File: src/rtl/seq_pattern_gen.sv
// seq_pattern_gen: repeats a captured MSB-first serial pattern rep_cnt+1 times back-to-back.
// Defining SEQ_GEN_PARITY_EN appends an even-parity bit after every pass.
module seq_pattern_gen #(
  parameter int WIDTH = 8
) (
  input  logic             clk,
  input  logic             rst,
  input  logic             start,
  input  logic [WIDTH-1:0] pat_data,
  input  logic [3:0]       pat_len,
  input  logic [3:0]       rep_cnt,
  output logic             out_seq,
  output logic             out_valid,
  output logic             busy,
  output logic             done
);
`ifdef SEQ_GEN_PARITY_EN
  typedef enum logic [1:0] {IDLE, SHIFT, PAR, DONE} state_t;
  logic par_q;
`else
  typedef enum logic [1:0] {IDLE, SHIFT, DONE} state_t;
`endif
  state_t state_q;
  logic [WIDTH-1:0] pat_q, sh_q, aligned;
  logic [3:0] len_q, idx_q, rep_q, pass_q, len_eff;
  // Pattern is left-aligned at capture so the first bit is always at WIDTH-1 and unused bits drop out.
  always_comb begin
    len_eff = (pat_len == 4'd0 || pat_len > 4'(WIDTH)) ? 4'(WIDTH) : pat_len;
    aligned = pat_data << (4'(WIDTH) - len_eff);
  end
  always_ff @(posedge clk) begin
    if (rst) begin
      state_q   <= IDLE;
      pat_q     <= '0;
      sh_q      <= '0;
      len_q     <= '0;
      idx_q     <= '0;
      rep_q     <= '0;
      pass_q    <= '0;
      out_seq   <= 1'b0;
      out_valid <= 1'b0;
      busy      <= 1'b0;
      done      <= 1'b0;
`ifdef SEQ_GEN_PARITY_EN
      par_q     <= 1'b0;
`endif
    end else if (state_q == IDLE) begin
      done <= 1'b0;
      if (start) begin
        state_q   <= SHIFT;
        pat_q     <= aligned;
        sh_q      <= aligned << 1;
        len_q     <= len_eff;
        idx_q     <= len_eff - 4'd1;
        rep_q     <= rep_cnt;
        pass_q    <= '0;
        out_seq   <= aligned[WIDTH-1];
        out_valid <= 1'b1;
        busy      <= 1'b1;
`ifdef SEQ_GEN_PARITY_EN
        par_q     <= ^aligned;
`endif
      end
    end else if (state_q == DONE) begin
      state_q <= IDLE;
      done    <= 1'b0;
    end else if (state_q == SHIFT && idx_q != 4'd0) begin
      out_seq <= sh_q[WIDTH-1];
      sh_q    <= sh_q << 1;
      idx_q   <= idx_q - 4'd1;
`ifdef SEQ_GEN_PARITY_EN
    end else if (state_q == SHIFT) begin
      state_q <= PAR;
      out_seq <= par_q;
`endif
    end else if (pass_q == rep_q) begin
      state_q   <= DONE;
      done      <= 1'b1;
      out_seq   <= 1'b0;
      out_valid <= 1'b0;
      busy      <= 1'b0;
    end else begin
      state_q <= SHIFT;
      pass_q  <= pass_q + 4'd1;
      out_seq <= pat_q[WIDTH-1];
      sh_q    <= pat_q << 1;
      idx_q   <= len_q - 4'd1;
    end
  end
endmodule

File: config.mk
export PLATFORM = sky130hd
export DESIGN_NAME = seq_pattern_gen
export DESIGN_NICKNAME = d
export VERILOG_FILES = /design/src/rtl/seq_pattern_gen.sv
export SDC_FILE = /design/constraint.sdc
export NUM_CORES = 1
export LEC_CHECK = 0
export CAP_MARGIN = 25
export CORE_MARGIN = 1.5
export CORE_UTILIZATION = 60
export CTS_CLUSTER_DIAMETER = 120
export DETAILED_ROUTE_END_ITERATION = 8
export GPL_TIMING_DRIVEN = 0
export PLACE_DENSITY = 0.84
export SETUP_SLACK_MARGIN = 0.02
export SLEW_MARGIN = 20
export SYNTH_ARGS = -nofsm -noshare
export SYNTH_HDL_FRONTEND = slang
export SYNTH_SLANG_ARGS = --single-unit
File: constraint.sdc
create_clock -name clk -period 3.5 [get_ports clk]
set_input_delay 0.7 -clock clk [delete_from_list [all_inputs] [get_ports clk]]
set_output_delay 0.7 -clock clk [all_outputs]
set_load 0.02 [all_outputs]
==> results of run 1 <==
[kinds of logic (layout without fill, tap and decap cells)]
| group | after synthesis | count (layout) | synth area share (%) |
|---|---|---|---|
| AND/OR/NAND/NOR | 90 | 90 | 23.55 |
| multiplexers | 15 | 15 | 8.963 |
| AO/OA/AOI/OAI | 65 | 65 | 22.14 |
| flip-flops | 36 | 36 | 33.74 |
| buffers and inverters | 23 | 52 | 5.683 |
| adder cells (fa/ha/maj) | 3 | 3 | 1.758 |
| XOR/XNOR | 8 | 8 | 4.160 |
[layout make-up]
cell class | instances | share of cell area (%)
buffer | 17 | 3.784
timing repair buffer | 21 | 8.476
clock inverter | 2 | 1.413
clock buffer | 6 | 1.665
multi-input combinational | 181 | 52.17
inverter | 6 | 1.110
sequential | 36 | 29.06
tap | 46 | 2.321
[sequential cells by signal (all words and copies together) (netlist names)]
register / cells
pat_q: 8
idx_q: 4
pass_q: 4
out_seq: 1
len_q: 4
state_q: 2
sh_q: 7
rep_q: 4
busy: 1
done: 1
[power by group through the flow]
stage | sequential [uW] | combinational, uW | clock, uW
finish | 521 | 446 | 290
global route | 529 | 489 | 315
CTS | 519 | 443 | 288
detailed placement | 529 | 441 | 0
floorplan | 521 | 326 | 0
global placement | 526 | 433 | 0
[critical path, stage by stage]
cell and delay (ns):
clkdlybuf4s50_1 0.61, nor2b_4 0.20, buf_6 0.14, inv_6 0.05, ha_1 0.34, buf_4 0.20
mux2i_1 0.13, mux4_1 0.56, a211oi_1 0.27
[cell usage in the layout (no fill, tap or decap), types with 2 or more instances in the layout]
| cell type | n |
|---|---|
| dfxtp_1 | 36 |
| nand2_1 | 22 |
| a31oi_1 | 2 |
| buf_4 | 4 |
| and3_1 | 3 |
| inv_1 | 5 |
| xor2_1 | 2 |
| nor3_1 | 5 |
| and2_1 | 2 |
| clkbuf_1 | 7 |
| clkdlybuf4s50_1 | 21 |
| nand2b_1 | 3 |
| or3_1 | 3 |
| a211oi_1 | 9 |
| mux4_2 | 2 |
| nor2_1 | 27 |
| a22oi_1 | 4 |
| nor4b_1 | 2 |
| mux2i_1 | 12 |
| a21oi_1 | 15 |
| nand3_1 | 6 |
| o21ai_0 | 7 |
| ha_1 | 3 |
| buf_2 | 6 |
| a222oi_1 | 2 |
| xnor2_1 | 5 |
| a21o_1 | 2 |
| nor2b_4 | 2 |
| a41oi_1 | 2 |
| nor3b_1 | 2 |
| clkbuf_4 | 5 |
| o211ai_1 | 5 |
| o21a_1 | 2 |
| o2111ai_1 | 2 |
[metal layers]
layer / vias up / wire length, um / global-route usage [%]
met5: - / 0 / 0
met4: 0 / 108 / 9.167
met3: 13 / 250 / 5.405
met2: 65 / 2373 / 45.70
met1: 910 / 2196 / 33.03
li1: 949 / - / -
[through the flow]
stage                     hold WS (ns)  setup slack, ns
final                           0.4661           0.5322
after global routing            0.5024           0.4034
after CTS                       0.4636           0.5547
after detailed placement        0.4467           0.2160
after global placement          0.4422           0.3010
after floorplan                 0.4329           0.9533
[worst paths after layout]
kind | startpoint | endpoint | slack [ns] | cells past startpoint
max | pat_len[0] | pat_q[7]$_SDFFE_PP0P_ | 0.53 | 9
min | len_q[0]$_SDFFE_PP0P_ | len_q[0]$_SDFFE_PP0P_ | 0.47 | 2
max reg2reg | state_q[0]$_SDFFE_PP0P_ | idx_q[2]$_SDFFE_PP0P_ | 1.45 | 7
min reg2reg | len_q[0]$_SDFFE_PP0P_ | len_q[0]$_SDFFE_PP0P_ | 0.47 | 2
==> flow_summary.json, run 1 <==
{
  "grt_max_degree": 12,
  "syn_nets": 262,
  "multi_input_area_um2": 1294,
  "grt_pass1_vias": 1821,
  "antenna_left": 0,
  "ys_top_cells_by_area": "dfxtp_1, mux2i_1, nor2_1, nand2_1, a21oi_1",
  "initial_utilization_pct": 63.50,
  "endpoint_kind": "register",
  "clkLatencyLatePin_ns": 0.34,
  "cts_tree": "done",
  "yosysWarnings": 0,
  "fill_cells": 294,
  "wirelength_um": 4929,
  "vias": 1937,
  "worstMarginPinSlew_ns": 0.5691,
  "final_area_um2": 2480,
  "post_cts_resized": 0,
  "syn2layout_area_growth_pct": 16.11,
  "cts_root_buffer": "clkbuf_4",
  "post-route-period-util_pct": 84.80,
  "period_needed_ns": 2.968,
  "setup_tns_ns": 0,
  "power_frac_seq_pct": 41.4,
  "crit_path_start_kind": "primary input",
  "hold_viol_final": 0,
  "yosysMostFrequentCell": "dfxtp_1",
  "numCtsBuffers": 5,
  "rows": 21,
  "synth_top_area_share_pct": 33.74,
  "fin_nets": 290,
  "stdcell_count": 315,
  "die_y_um": 62.66,
  "grt_pass1_wl_um": 8328,
  "fmax_mhz": 336.9,
  "hold_buffers": 0,
  "power_density_nw_per_um2": 506.9,
  "grt_usage_pct": 26.55,
  "p_switching_uw": 442.2,
  "min_path_type": "register to register",
  "ys_types": 62,
  "maxSlewHeadroom_pct": 62.06,
  "drc": 0,
  "power.internal_uw": 814.9,
  "power_uw": 1257,
  "ys_seq_area_share_pct": 33.74,
  "drive_gt1_share_pct": 12.27,
  "gp_congestion": 0.8667,
  "rsz0062_at_grt": "no",
  "final_max_slew_viol_count": 0,
  "async_flop_share_pct": 0,
  "switching_share_pct": 35.18,
  "cts.sinks": 36,
  "cp.required_ns": 3.76,
  "io_buffers": 21,
  "maxCapViolCount": 0,
  "synth_area_per_cell_um2": 8.899,
  "core-area_um2": 3363,
  "worst_ep_arrival_time_ns": 3.22,
  "fp.dieW_um": 62.66,
  "dieArea_um2": 3926,
  "first_pass_iters": 5,
  "outcome": "completed",
  "syn-cell-area_um2": 2136,
  "cp_max_fo": 10,
  "io_pins": 23,
  "final_core_util_pct": 73.74,
  "clock_path_buffers": 2,
  "clk_pin_slew_ns": 0.11,
  "synth_top_area_cell": "dfxtp_1",
  "ys_ff_latch": 36,
  "ys.flop_type": "dfxtp_1",
  "synth_commonest_cells": "dfxtp_1, nor2_1, nand2_1",
  "antenna_found_initial": 0,
  "cts_setup_buffers": 0,
  "routedWlPerCell_um": 15.65,
  "netlist_instances": 240,
  "finClkSkew_ns": 0.005404,
  "drtIter0Drc": 150,
  "dpl.hpwl_um": 3732,
  "vdd_ir_drop_max_mv": 0.4295,
  "setup_viol": 0,
  "cts.htree.levels": 2,
  "antenna_cells": 0,
  "synth_edf_count": 0,
  "p_clk_share_pct": 23.1,
  "comb_power_share_pct": 35.5,
  "leakage_uw": 0.0009362,
  "crit_type": "primary input to register",
  "register_area_um2": 720.7,
  "grt-ovfl-total": 0,
  "place_area_um2": 2404,
  "via_per_inst": 6.149,
  "dp_cells": 307
}
No activity file was read; power rests on OpenSTA's default activity.
==> run 2, diff against run 1 <==
--- a/config.mk
+++ b/config.mk
@@ -7,11 +7,11 @@
 export LEC_CHECK = 0
 export CAP_MARGIN = 25
 export CORE_MARGIN = 1.5
-export CORE_UTILIZATION = 60
+export CORE_UTILIZATION = 51
 export CTS_CLUSTER_DIAMETER = 120
 export DETAILED_ROUTE_END_ITERATION = 8
 export GPL_TIMING_DRIVEN = 0
-export PLACE_DENSITY = 0.84
+export PLACE_DENSITY = 0.76
 export SETUP_SLACK_MARGIN = 0.02
 export SLEW_MARGIN = 20
 export SYNTH_ARGS = -nofsm -noshare
==> constraint.sdc (replaced) <==
create_clock -name clk -period 2.6 [get_ports clk]
set_input_delay 0.52 -clock clk [delete_from_list [all_inputs] [get_ports clk]]
set_output_delay 0.52 -clock clk [all_outputs]
set_load 0.02 [all_outputs]
==> run 2 against run 1 <==
Combinational power grew 37%. Critical path depth grew 1. Cell count grew 1.3%. Count of clock-buffer cells in the layout is the same. Sequential share of layout area shrank 0.49 points. Clock skew grew 0.0010 ns. Sequential power grew 34%. Via count shrank 1.6%. Non-clock buffer count is the same. Critical path type unchanged. Largest cell class unchanged. Largest power group unchanged.
==> flow_summary.json, run 2 (synthesis gave the netlist of run 1 again) <==
{
  "outcome": "completed",
  "vdd_ir_drop_max_mv": 0.3758,
  "clkLatencyLatePin_ns": 0.29,
  "dp_slack_ns": -0.4844,
  "routedWlPerCell_um": 15.90,
  "cts.sinks": 36,
  "gp_congestion": 0.8362,
  "hold_buffers": 0,
  "fp.dieW_um": 67.72,
  "max_stage_delay_ns": 0.37,
  "antenna_found_initial": 0,
  "clock_path_buffers": 2,
  "fin_nets": 290,
  "critical_path.top_delay_family": "buffers and inverters",
  "slowest_stage": "ha_2",
  "dieArea_um2": 4585,
  "crit_path_start_kind": "primary input",
  "antenna_cells": 0,
  "min_path_type": "register to register",
  "setup_tns_ns": 0,
  "die_y_um": 67.72,
  "first_pass_iters": 7,
  "grt-ovfl-total": 0,
  "via_per_inst": 5.975,
  "cp.required_ns": 2.79,
  "cts_tree": "done",
  "rsz0062_at_grt": "no",
  "setup_viol": 0,
  "power_uw": 1790,
  "grt_max_degree": 12,
  "worstMarginPinSlew_ns": 0.5936,
  "io_buffers": 21,
  "ff2ff_path_depth": 7,
  "cts_root_buffer": "clkbuf_8",
  "drtIter0Drc": 154,
  "grt_pass1_vias": 1778,
  "largest_registers": "pat_q x8, sh_q x7",
  "initial_utilization_pct": 53.39,
  "grt_usage_pct": 25.65,
  "syn2layout_area_growth_pct": 18.10,
  "whs_ns": 0.4584,
  "rows": 23,
  "regMostFlops": "pat_q",
  "worst_slack_ns": 0.1881,
  "leakage_uw": 0.0009433,
  "dpl.hpwl_um": 3802,
  "post-route-period-util_pct": 92.76,
  "clk_pin_slew_ns": 0.07,
  "drc": 0,
  "antenna_left": 0,
  "cp_max_fo": 10,
  "cp.depth": 10,
  "cp_num_buf_inv": 4,
  "cts.htree.levels": 2,
  "io_pins": 23,
  "core-area_um2": 4000,
  "finClkSkew_ns": 0.006437,
  "power_density_nw_per_um2": 709.6,
  "final_common_cell": "dfxtp_1",
  "stdcell_count": 319,
  "grt_pass1_wl_um": 8707,
  "crit_chain": "clkdlybuf4s15_1 -> nor2b_4 -> buf_6 -> inv_6 -> ha_2 -> buf_4 -> mux2i_2 -> mux4_2 -> nand2_1 -> a32o_1",
  "crit_type": "primary input to register",
  "endpoint_kind": "register",
  "period_needed_ns": 2.412,
  "maxSlewHeadroom_pct": 60.26,
  "fmax_mhz": 414.6,
  "dp_cells": 311,
  "hold_viol_final": 0,
  "worst_ep_arrival_time_ns": 2.60,
  "hold_depth": 2,
  "final_max_slew_viol_count": 0,
  "wirelength_um": 5073,
  "vias": 1906,
  "largest_reg_flops": 8,
  "maxCapViolCount": 0,
  "final_cell_mix": "dfxtp_1, nor2_1, nand2_1, clkdlybuf4s50_1, a21oi_1",
  "numCtsBuffers": 5,
  "drive_gt1_share_pct": 13.75
}
## run 2: changes by cell type in the layout (fill, tap and decap cells not counted), moves of 2 or more
cell / delta
clkbuf_4: -5
clkbuf_8: +5
mux2i_1: -2
mux2i_2: +2
## run 2: final timing paths
path	start	to	slack (ns)
hold / removal	pat_q[4]$_SDFFE_PP0P_	pat_q[4]$_SDFFE_PP0P_	0.46
setup / recovery	pat_len[0]	out_seq$_SDFFE_PP0P_	0.19
setup reg to reg	state_q[0]$_SDFFE_PP0P_	idx_q[2]$_SDFFE_PP0P_	0.52
hold reg to reg	pat_q[4]$_SDFFE_PP0P_	pat_q[4]$_SDFFE_PP0P_	0.46
## run 2: worst min-delay path, delay by kind of cell (launching register included)
| kind | cells | cell delay (ns) |
|---|---|---|
| flip-flops | 1 | 0.31 |
| AO/OA/AOI/OAI | 1 | 0.05 |
| AND/OR/NAND/NOR | 1 | 0.05 |
## run 2: cell type report
cell class,count,area (um^2)
inverter,6,27.53
sequential,36,720.7
multi-input combinational,181,1300
fill,375,1478
tap,50,62.56
clock inverter,2,35.03
clock buffer,6,72.57
timing repair buffer,21,210.2
buffer,17,93.84
## run 2: timing repair
| item | in CTS | in global routing |
|---|---|---|
| buffers inserted | 0 | 0 |
| setup endpoints to repair | 6 | 4 |
| gates cloned | 0 | 0 |
| gates resized for setup | 3 | 3 |
## run 2: routing by layer
| metal | routed length [um] | global-route usage (%) | vias up |
|---|---|---|---|
| met3 | 263 | 5.167 | 7 |
| met5 | 0 | 0 | - |
| met2 | 2507 | 43.50 | 58 |
| met1 | 2243 | 32.75 | 899 |
| met4 | 58 | 7.398 | 0 |
| li1 | - | - | 942 |
## run 2: per-stage QoR
stage                     utilization (%)  cell area (um^2)
after global routing                63.06              2522
after global placement              60.21              2409
after CTS                           62.87              2515
final                               63.06              2522
after detailed placement            60.21              2409
after floorplan                         -              2136
## run 2: power by group
group	leakage [uW]	internal, uW	switching (uW)
Clock	0.0000552	284	197
Sequential	0.000296	629	69.4
Combinational	0.000592	270	340
Total	0.000943	1180	606
==> run 3, diff against run 2 <==
--- a/config.mk
+++ b/config.mk
@@ -6,12 +6,14 @@
 export NUM_CORES = 1
 export LEC_CHECK = 0
 export CAP_MARGIN = 25
+export CELL_PAD_IN_SITES_DETAIL_PLACEMENT = 0
+export CELL_PAD_IN_SITES_GLOBAL_PLACEMENT = 1
 export CORE_MARGIN = 1.5
-export CORE_UTILIZATION = 51
+export CORE_UTILIZATION = 39
 export CTS_CLUSTER_DIAMETER = 120
 export DETAILED_ROUTE_END_ITERATION = 8
 export GPL_TIMING_DRIVEN = 0
-export PLACE_DENSITY = 0.76
+export PLACE_DENSITY_LB_ADDON = 0.1
 export SETUP_SLACK_MARGIN = 0.02
 export SLEW_MARGIN = 20
 export SYNTH_ARGS = -nofsm -noshare
==> run 3 against run 2 <==
Worst hold slack improved by 0.0052 ns. Combinational power about the same. Highest routed layer unchanged. Die area up 29%. Total power is 3.4% higher.
==> flow_summary.json, run 3 (synthesis gave the netlist of run 1 again) <==
{
  "die_y_um": 77,
  "slowest_stage": "mux4_1",
  "syn2layout_area_growth_pct": 19.63,
  "cp.required_ns": 2.79,
  "post_cts_resized": 1,
  "max_stage_delay_ns": 0.56,
  "crit_start": "pat_len[1]",
  "final_area_um2": 2555,
  "grt-ovfl-total": 0,
  "hold_buffers": 0,
  "crit_path_start_kind": "primary input",
  "routedWlPerCell_um": 15.43,
  "worst_ep_arrival_time_ns": 2.67,
  "antenna_left": 0,
  "maxCapViolCount": 0,
  "fp.dieW_um": 77,
  "first_pass_iters": 5,
  "largest_reg_flops": 8,
  "worstMarginPinSlew_ns": 0.5813,
  "rsz0062_at_grt": "no",
  "clk_pin_slew_ns": 0.07,
  "setup_tns_ns": 0,
  "core-area_um2": 5205,
  "cts.htree.levels": 2,
  "cts_tree": "done",
  "final_cell_mix": "dfxtp_1, nor2_1, nand2_1, clkdlybuf4s50_1, a21oi_1",
  "gp_congestion": 0.7773,
  "cts_setup_buffers": 0,
  "drc": 0,
  "vdd_ir_drop_max_mv": 0.3816,
  "endpoint_kind": "register",
  "r2r_start": "state_q[0]$_SDFFE_PP0P_",
  "clkLatencyLatePin_ns": 0.29,
  "final_max_slew_viol_count": 0,
  "worstHoldStart": "pat_q[4]$_SDFFE_PP0P_",
  "whs_ns": 0.4636,
  "vias": 1903,
  "grt_usage_pct": 19.32,
  "grt_pass1_wl_um": 9114,
  "power_density_nw_per_um2": 724.0,
  "worst_slack_ns": 0.1188,
  "critical_path.top_delay_family": "multiplexers",
  "regMostFlops": "pat_q",
  "largest_registers": "pat_q x8, sh_q x7",
  "power_uw": 1850,
  "post-route-period-util_pct": 95.43,
  "finClkSkew_ns": 0.007309,
  "cts_root_buffer": "clkbuf_8",
  "hold_viol_final": 0,
  "rows": 26,
  "dp_slack_ns": -0.5274,
  "drtIter0Drc": 86,
  "via_per_inst": 5.614,
  "initial_utilization_pct": 41.03,
  "min_path_type": "register to register",
  "antenna_cells": 0,
  "dieArea_um2": 5929,
  "fill_cells": 544,
  "setup_viol": 0,
  "leakage_uw": 0.0009586,
  "place_area_um2": 2434,
  "clock_path_buffers": 2,
  "numCtsBuffers": 5,
  "fin_nets": 290,
  "outcome": "completed",
  "dpl.hpwl_um": 3960,
  "cp_num_buf_inv": 2,
  "grt_max_degree": 12,
  "crit_type": "primary input to register",
  "cts.sinks": 36,
  "fmax_mhz": 403.0,
  "final_common_cell": "dfxtp_1",
  "io_pins": 23,
  "rrSetupSlack_ns": 0.47,
  "io_buffers": 21,
  "antenna_found_initial": 0,
  "grt_pass1_vias": 1877,
  "maxSlewHeadroom_pct": 61.08,
  "crit_chain": "clkdlybuf4s50_1 -> nand2b_1 -> ha_1 -> buf_4 -> mux2i_1 -> mux4_1 -> a211oi_1",
  "period_needed_ns": 2.481,
  "cp_max_fo": 10,
  "wirelength_um": 5230,
  "drive_gt1_share_pct": 13.01
}
## run 3: path summary, 6_finish.rpt
check | end | depth (start not counted)
worst max-delay path | pat_q[7]$_SDFFE_PP0P_ | 7
worst min-delay path | pat_q[4]$_SDFFE_PP0P_ | 2
worst max register to register | idx_q[2]$_SDFFE_PP0P_ | 7
worst min register to register | pat_q[4]$_SDFFE_PP0P_ | 2
## run 3: power by group
group	internal, uW	switching [uW]
combinational	266	342
sequential	629	69.9
clock	339	204
## run 3: metal layers
metal / routed length (um) / track usage, % / up-vias
met5: 0 / 0 / -
met4: 38 / 4.909 / 0
met3: 226 / 3.571 / 4
met2: 2395 / 32.39 / 43
met1: 2570 / 25.57 / 912
li1: - / - / 944
## run 3: worst reg2reg max path, delay by kind of cell, from the launching register on
family	cells	cell delay, ns
AOI/OAI and AO/OA	3	0.73
DFF	1	0.54
and+or+nand+nor	1	0.38
adders and majority gates	1	0.20
xor gates and xnor gates	1	0.12
buffers and inverters	1	0.08
## run 3: layout make-up
type | count | area, um^2 | area share (%)
Inverter | 6 | 27.53 | 1.077
Timing Repair Buffer | 21 | 205.2 | 8.031
Buffer | 17 | 93.84 | 3.673
Clock inverter | 1 | 30.03 | 1.175
Sequential cell | 36 | 720.7 | 28.21
Multi-Input combinational cell | 181 | 1294 | 50.64
Clock buffer | 7 | 96.34 | 3.771
Tap cell | 70 | 87.58 | 3.428
## run 3: stage by stage
stage | util [%] | cells
2_1_floorplan | - | 240
3_3_place_gp | 46.75 | 331
3_5_place_dp | 46.75 | 331
4_1_cts | 49.16 | 339
5_1_grt | 49.09 | 339
6_report | 49.09 | 339
==> variant: new RTL, settings of run 1 <==
Set the parameter `WIDTH` to 6 (it was 8).
--- a/src/rtl/seq_pattern_gen.sv
+++ b/src/rtl/seq_pattern_gen.sv
@@ -3,3 +3,3 @@
 module seq_pattern_gen #(
-  parameter int WIDTH = 8
+  parameter int WIDTH = 6
 ) (
Ports: changed (resized pat_data); port bits go from 23 to 21. The function was not compared with the original's and may differ.
==> variant against run 1 <==
  * Synthesized area down 12%
  * Routed wire length down 3.0%
  * Worst setup slack better by 0.48 ns
  * Total power up 20%
  * Final area down 11%
  * Sequential cell count down 4
  * Synthesized cell count down 2.9%
  * Largest power group is now combinational cells
==> variant: results <==
[run_status]
status = "finished clean"

[hold_path]
hold_class = "register to register"

[routing]
wl_um = 4780
drtIter0Drc = 148
num_vias = 1884
dr.pass1.iters = 5

[finish]
top_regs = "pat_q x6, sh_q x5"
num_antenna_cells = 0
fill_cells = 244
drive_gt1_share_pct = 10.4
layoutNonFillerInstCount = 303
num-nets-final = 277

[timing]
relSlewSlack_pct = 59.6
skew_ns = 0.00790

[clock_tree]
cts_made_buffers = 5
clk_pin_slew_ns = 0.11
cts-root-buf = "clkbuf_4"
cts_buffer_depth = 2
post-cts-setup-buffers = 0
clock_latency_ns = 0.34
h-tree-depth = 2
cts_resized = 0

[pwr]
power_switching_uw = 589
peakVddDrop_uv = 473
leakagePower_uw = 0.000828

[synthesis]
yosys_warnings = 0
ys_seq_area_share_pct = 34.0
ys_top_cells_by_count = "dfxtp_1, nand2_1, a21oi_1, nor2_1, o21ai_0"
synth-compound-area-share_pct = 27.3
synth_xor_area_share_pct = 2.79
ys_top_cells_by_area = "dfxtp_1, a21oi_1, nand2_1"
async_flop_share_pct = 0
synthMuxAreaShare_pct = 2.92
synthAdderAreaFrac_pct = 1.33
syn_nets = 252
synthDistinctLibCells = 57
syn-instance-count = 233

[setup_path]
cpPeakStageDelay_ns = 0.54
crit_fanout = 10
arrival_ns = 2.71
crit_family = "buffers and inverters"
crit_slowest_cell = "clkdlybuf4s50_1"

[placement]
port_buffers = 18
dp_slack_ns = 0.699
hpwl_um = 3470
gp_congestion = 0.892

[grt]
grt_pass1_wl_um = 8020
grt_max_degree = 11
grt_pass1_vias = 1743
antenna_found_initial = 0
track_usage_pct = 30.6

[flow_run]
drv_cap = 0
-- variant: cell types whose count changed in the layout (fill, tap and decap cells not counted), sizes merged, moves of 4 or more --
cell,delta
a21oi,+6
o21ai,+6
and3,+4
nand2,+5
nor2,-9
a211oi,-5
mux2i,-11
dfxtp,-4
-- variant: cell families after synthesis --
group / after synthesis
simple gates: 93
compound gates: 75
flops: 32
buf+inv: 21
xor+xnor: 6
mux: 4
fa+ha+maj: 2
-- variant: final timing paths --
check        slack (ns)  startpoint  endpoint  cells after the start
max                1.01  pat_len[2]   sh_q[4]                      7
max reg2reg        1.46   pass_q[0]   sh_q[3]                      5
min reg2reg        0.46     out_seq   out_seq                      2
min                0.46     out_seq   out_seq                      2
-- variant: power groups by stage --
stage               combinational, uW  clock, uW  sequential [uW]
floorplan                         476          0              525
global placement                  630          0              532
detailed placement                643          0              534
CTS                               651        322              526
global route                      726        342              536
finish                            656        324              529
-- variant: cell type report --
| cell class | count | share of cell area [%] |
|---|---|---|
| Sequential cell | 32 | 28.9 |
| Tap cell | 44 | 2.48 |
| Buffer | 17 | 3.67 |
| Timing Repair Buffer | 18 | 8.13 |
| Clock inverter | 1 | 1.35 |
| Inverter | 4 | 0.677 |
| Multi-Input combinational cell | 180 | 51.9 |
| Clock buffer | 7 | 2.93 |
-- variant: through the flow --
step                total power (uW)  cell area [um^2]
finish                          1510              2220
global route                    1600              2220
CTS                             1500              2220
detailed placement              1180              2120
global placement                1160              2120
floorplan                       1000              1890
-- variant: routing by layer --
layer | vias to the layer above | GRT usage (%) | share of wire (%)
li1 | 908 | - | -
met5 | - | 0 | 0
met2 | 72 | 50.6 | 48
met3 | 10 | 8.52 | 6.7
met4 | 0 | 9.09 | 1.5
met1 | 894 | 38.8 | 43
-- variant: worst register-to-register path, delay by kind of cell, from the launching register on --
kind,cells,cell delay (ns)
AND/OR/NAND/NOR,2,0.56
XOR/XNOR,1,0.14
AO/OA/AOI/OAI,2,0.82
flip-flops,1,0.42
